===== config.mk =====
export PLATFORM = sky130hd
export DESIGN_NAME = inst_seq
export DESIGN_NICKNAME = d
export VERILOG_FILES = /design/src/rtl/inst_seq_pkg.sv /design/src/rtl/inst_seq.sv
export SDC_FILE = /design/constraint.sdc
export NUM_CORES = 1
export LEC_CHECK = 0
export CORE_MARGIN = 1.5
export CORE_UTILIZATION = 45
export CTS_CLUSTER_DIAMETER = 60
export CTS_CLUSTER_SIZE = 16
export DETAILED_ROUTE_END_ITERATION = 10
export GPL_ROUTABILITY_DRIVEN = 0
export HOLD_SLACK_MARGIN = 0.15
export PLACE_DENSITY = 0.84
export RECOVER_POWER = 25
export SLEW_MARGIN = 20
export SYNTH_ARGS = -nofsm -noshare
export SYNTH_HDL_FRONTEND = slang
export SYNTH_SLANG_ARGS = --single-unit

===== constraint.sdc =====
create_clock -name clk -period 2.75 [get_ports clk]
set_input_delay 0.4125 -clock clk [delete_from_list [all_inputs] [get_ports clk]]
set_output_delay 0.4125 -clock clk [all_outputs]
set_load 0.01 [all_outputs]

===== src/rtl/inst_seq_pkg.sv =====
// Shared definitions for the instruction sequencer: sizes, halt word,
// instruction field widths and the sequencer state encoding.
package inst_seq_pkg;

    localparam int CNT_INST_MAX = 256;
    localparam int ADDR_W       = 8;
    localparam int INST_W       = 12;
    localparam int OPCODE_W     = 4;
    localparam int OPERAND_W    = INST_W - OPCODE_W;

    localparam logic [INST_W-1:0] HALT_CODE_DEF = 12'hFFF;

    typedef enum logic [1:0] {
        S_IDLE  = 2'd0,
        S_FETCH = 2'd1,
        S_ISSUE = 2'd2,
        S_DONE  = 2'd3
    } seq_state_t;

endpackage


===== src/rtl/inst_seq.sv =====
// Instruction sequencer: walks instmem from address 0, hands each word to the
// decoder with a valid/ready handshake, and stops on the halt word, the last address or abort.
module inst_seq
    import inst_seq_pkg::*;
#(
    parameter int                INST_DEPTH = CNT_INST_MAX,
    parameter logic [INST_W-1:0] HALT_CODE  = HALT_CODE_DEF
) (
    input  logic              clk,
    input  logic              rst_n,
    input  logic              start,
    input  logic              abort,
    output logic [ADDR_W-1:0] mem_addr,
    output logic              mem_en,
    input  logic [INST_W-1:0] mem_inst,
    output logic              inst_valid,
    input  logic              inst_ready,
    output logic [INST_W-1:0] inst_out,
    output logic              busy,
    output logic              done
);

    localparam logic [ADDR_W-1:0] LAST_PC = ADDR_W'(INST_DEPTH - 1);

    seq_state_t        state;
    logic [ADDR_W-1:0] pc;

    assign mem_addr = pc;

    // All outputs are registered and updated together with the state they belong to.
    always_ff @(posedge clk or negedge rst_n) begin
        if (!rst_n) begin
            state      <= S_IDLE;
            pc         <= '0;
            inst_out   <= '0;
            inst_valid <= 1'b0;
            mem_en     <= 1'b0;
            busy       <= 1'b0;
            done       <= 1'b0;
        end else begin
            case (state)
                S_IDLE: begin
                    if (start) begin
                        state  <= S_FETCH;
                        pc     <= '0;
                        mem_en <= 1'b1;
                        busy   <= 1'b1;
                    end
                end
                S_FETCH: begin
                    mem_en <= 1'b0;
                    if (abort || mem_inst == HALT_CODE) begin
                        state <= S_DONE;
                        busy  <= 1'b0;
                        done  <= 1'b1;
                    end else begin
                        state      <= S_ISSUE;
                        inst_out   <= mem_inst;
                        inst_valid <= 1'b1;
                    end
                end
                S_ISSUE: begin
                    // abort together with ready still counts as a completed transfer
                    if (abort || (inst_ready && pc == LAST_PC)) begin
                        state      <= S_DONE;
                        inst_valid <= 1'b0;
                        busy       <= 1'b0;
                        done       <= 1'b1;
                    end else if (inst_ready) begin
                        state      <= S_FETCH;
                        pc         <= pc + 1'b1;
                        inst_valid <= 1'b0;
                        mem_en     <= 1'b1;
                    end
                end
                S_DONE: begin
                    state <= S_IDLE;
                    pc    <= '0;
                    done  <= 1'b0;
                end
                default: state <= S_IDLE;
            endcase
        end
    end

endmodule

After elaboration in Yosys (flattened, before gate mapping). Index checks and enable logic that the tools add are counted.

Add/subtract/negate cells: 1. Equality and inequality tests: 12. Mux-type cells: 23. Bitwise gates (word level): 1. Reduce and logical (&&, ||, !) cells: 15.

Operator list (count): 8-bit two-way mux (3); 8-bit one-hot mux with 3 select lines (1); 12-bit equality test (second input constant) (1); 2-bit != test (second input constant) (6); 4-bit AND reduction (3); 1-bit two-way mux (11); 1-bit one-hot mux with 3 select lines (3); 3-bit nonzero test (3); 8-bit by 1-bit adder with 8-bit output (second input constant) (1); 8-bit equality test (second input constant) (1); 2-bit one-hot mux with 4 select lines (1); 2-bit two-way mux (3); 3-bit AND reduction (2); 2-bit equality test (second input constant) (2); 2-bit AND reduction (2); 3-bit != test (second input constant) (1); 2-bit by 1-bit equality test with 1-bit output (second input constant) (1); 2-bit logical NOT (1); 1-bit logical OR (2); 1-bit one-hot mux with 2 select lines (1); 2-bit nonzero test (1); 1-bit logical AND (1); 1-bit NOT (1).

Register bits: 26. Input port bits: 17. Logic and storage cells: 59.

Longest topological paths before layout.
Depth in word-level cells: 5. Gate-level depth with buffers: 7. Depth with buffers taken out: 6.

Worst setup path before layout. OpenSTA, ideal clock, no wires.

Path type: reg2reg. From: register state[0]. To: register pc[4] (netlist: mem_addr[4]). Setup time: 0.069 ns. Arrival time: 1.956 ns. Required time: 2.681 ns. Setup slack: 0.725 ns. Cell stages (with the launch flop): 8. Buffers on the path: 1. Cell sequence: dfrtp_1 inv_1 ha_1 nor2b_4 or3_1 buf_6 or4_1 nand3_1.

Longest elaborated chain between the ends: 3. Elaborated cells between the ends (all ways): 9. Classes of those cells: 5 x eq/ne; 1 x mux; 3 x reduce/logical.

Ends and longest elaborated chain: from (decl) (line inst_seq.sv:25) `seq_state_t state;`; from (signal assigned) (line inst_seq.sv:33) `state <= S_IDLE;`; from (signal assigned) (line inst_seq.sv:44) `state <= S_FETCH;`; from (signal assigned) (line inst_seq.sv:53) `state <= S_DONE;`; 2-bit equality test or 2-bit logical NOT (tied branches) (line inst_seq.sv:41) `case (state)`; 2-bit != test (no line) or 3-bit nonzero test (tied branches); 4-bit AND reduction (no line); to (signal assigned) (line inst_seq.sv:71) `pc <= pc + 1'b1;`; to (decl) (line inst_seq.sv:26) `logic [ADDR_W-1:0] pc;`.

Parallel ways exist; a longest one is shown, timed or not. A chain may end at the register's enable or synchronous reset.

Final worst setup path. Same ends and word-level chain as after synthesis.

==> results.md <==
* Synthesized instance count at 134
* Initial Util at 47.01%
* CTS buffer count at 3
* Fin Clk Skew at 0.001622 ns
* Final wirelength at 3096 um
* Largest net degree at the start of global routing at 27
* Clock slew at reported path FFs at 0.14 ns
* Area fraction in and, or, nand and nor cells after synthesis at 16.83%
* Largest family of logic cells by synthesized area: simple AND/OR/NAND/NOR gates
* Relative slew slack at 6.893%
* Syn Area/Cell at 10.71 sq um
* ANT cells at 0
* Pwr dens at 886.2 nW/um^2
* Worst vdd ir at 0.6095 mV
* Placed inst area at 1883 sq um
* Synthesis warning total at 0
* WP data required at 3.03 ns
* GRT Util Overall at 19.32%
* Seq/Total Area, Yosys at 45.34%
* Critical path arrival at 2.66 ns
* Core area at 3053 sq um
* Status: finished clean
* Minimum clock period at 2.376 ns
* Vias per Instance at 5.498
* CTS root buffer: clkbuf_4
* FF+latch count, synth at 26
* Die ar. at 3537 sq um
* Post-Synth Adder-Cell Area at 6.103%
* Post-synth EDFFs at 0
* Boundary Pins at 41
* DIE WIDTH at 59.47 um
* CTS Hold Bufs at 0
* H-tree levels at 1
* Max-cap violations at 0
* Hold Crit Class: flip-flop to flip-flop
* Fraction of synthesized cell area in xor and xnor cells at 0%
* CTS tree: done
* Asr flop ratio synth at 100.0%
* Vias at 1215
* First-pass GRT wire length at 5223 um
* Top FF cell, synth: dfrtp_1
* Nets at 202
* Worst Max-Slew Pin Slew at 1.397 ns
* Final setup vio count at 0
* Setup CP Type: flip-flop to flip-flop
* Detailed-route DRC error count at 0
* Initial DRT Pass Iterations at 4
* Area fraction in compound gates after synthesis at 14.39%
* Final Hold Fails at 0
* Detailed Place HPWL at 2414 um
* Setup bufs post-CTS at 0
* CTS Sinks at 26
* CP Max Fanout at 13
* Clk Latency, worst-skew pair at 0.33 ns
* Mux cell area share after synthesis at 12.90%
* Setup TNS Final at 0 ns
* Row count at 20
* Clock Path Buffers at 2
* Die height at 59.47 um
* Share of cells above drive strength 1 at 10.73%
* 1st-iter DRT viols at 44
* Final Cell Area at 1916 sq um
* Synth unique cells at 37
* Netlist Area Pre-Place at 1435 sq um
* Initial antenna violation count at 0
* PortBufs at 40
* Peak Freq at 420.9 MHz
* Final Max Tran Viols at 0
* Worst setup SP type: flip-flop
* GR Overflow Total at 0
* Hold slack at 0.5210 ns
* Cell leakage power at 0.8148 nW
* Vias in the first global route at 1194
* Unrepaired setup endpoints after global routing: no
* Final ANT Viol Nets at 0
* Crit share post-route at 86.39%
* Final Power at 1.698 mW
* Post-CTS resize count at 0
* Setup crit end kind: flip-flop
* Synth Net Count at 158
* Synthesis-to-layout area growth at 33.48%
* WL per Instance at 14.01 um
==> layout make-up <==
class	count	area, sq um
Sequential cell	26	650.6
Inverter	11	41.29
Fill cell	277	1137
Clock buffer	4	36.28
Multi-Input combinational cell	94	720.7
Tap cell	44	55.05
Timing Repair Buffer	42	411.6
==> state kept, by name, indices dropped and copies added, names as in the netlist <==
register / flops
mem_addr: 8
inst_valid: 1
state: 2
inst_out: 12
mem_en: 1
busy: 1
done: 1
==> worst max-delay path, cell delays in order (launching register included) <==
cell	delay, ns
dfrtp_1	0.51
inv_1	0.11
ha_1	0.36
nor2b_1	0.23
or3_1	0.46
or4_1	0.57
nand3_1	0.09
==> where the power goes <==
part | leakage (nW) | switching, mW | internal, mW
Clock | 0.0210 | 0.118 | 0.0813
Combinational | 0.474 | 0.398 | 0.482
Sequential | 0.320 | 0.0960 | 0.523
==> metrics by stage <==
stage	cells	util [%]	setup WS, ns
4_1_cts	221	62.87	0.3792
2_1_floorplan	134	-	0.7247
3_5_place_dp	217	61.68	0.4167
6_report	221	62.75	0.3742
5_1_grt	221	62.75	0.1918
3_3_place_gp	217	61.68	0.5020
==> per-layer routing <==
layer	up-vias	GRT usage, %	wire, um
li1	586	-	-
met1	586	22.70	1281
met2	38	35.95	1611
met3	5	2.620	160
met4	0	5.844	42
met5	-	0	0
==> synth_stat cells, types with 2 or more instances <==
master,number,area (sq um)
o211ai_1,6,45.04
or3_1,2,12.51
mux2i_1,5,50.05
nor4b_1,2,17.52
inv_1,11,41.29
or4_1,3,22.52
a21o_1,2,15.01
nand3_1,4,20.02
dfrtp_1,26,650.6
a31oi_1,2,12.51
nand4_1,5,31.28
and4_1,2,17.52
ha_1,7,87.58
a21oi_1,5,25.02
o21ai_0,7,35.03
nand2_1,12,45.04
nand2b_1,2,12.51
mux2_2,12,135.1
==> worst paths after layout <==
kind                         startpoint            to  slack [ns]  cells past startpoint
max                            state[0]   mem_addr[4]        0.37                      6
min in group asynchronous         rst_n   mem_addr[6]        0.91                      2
max in group asynchronous         rst_n          busy        1.03                      2
max reg2reg                    state[0]   mem_addr[4]        0.37                      6
min                        inst_out[10]  inst_out[10]        0.52                      1
min reg2reg                inst_out[10]  inst_out[10]        0.52                      1
==> cell families after synthesis <==
group,Yosys count
adder cells (fa/ha/maj),7
flip-flops,26
multiplexers,17
AND/OR/NAND/NOR,40
AO/OA/AOI/OAI,30
buffers and inverters,14
==> cells in the final DEF (no fill, tap or decap), drive strengths merged, types with 2 or more instances in the layout <==
cell           instances
nor2b                  2
mux2                  12
nor4b                  2
or4                    3
inv                   11
nand4                  5
ha                     7
dfrtp                 26
and4                   2
clkdlybuf4s50         39
o21ai                  7
clkbuf                 5
nand2b                 2
o211ai                 6
a21oi                  5
a31oi                  2
nand2                 12
a21o                   2
nand3                  4
mux2i                  5
or3                    2
No activity file was read; power rests on OpenSTA's default activity.
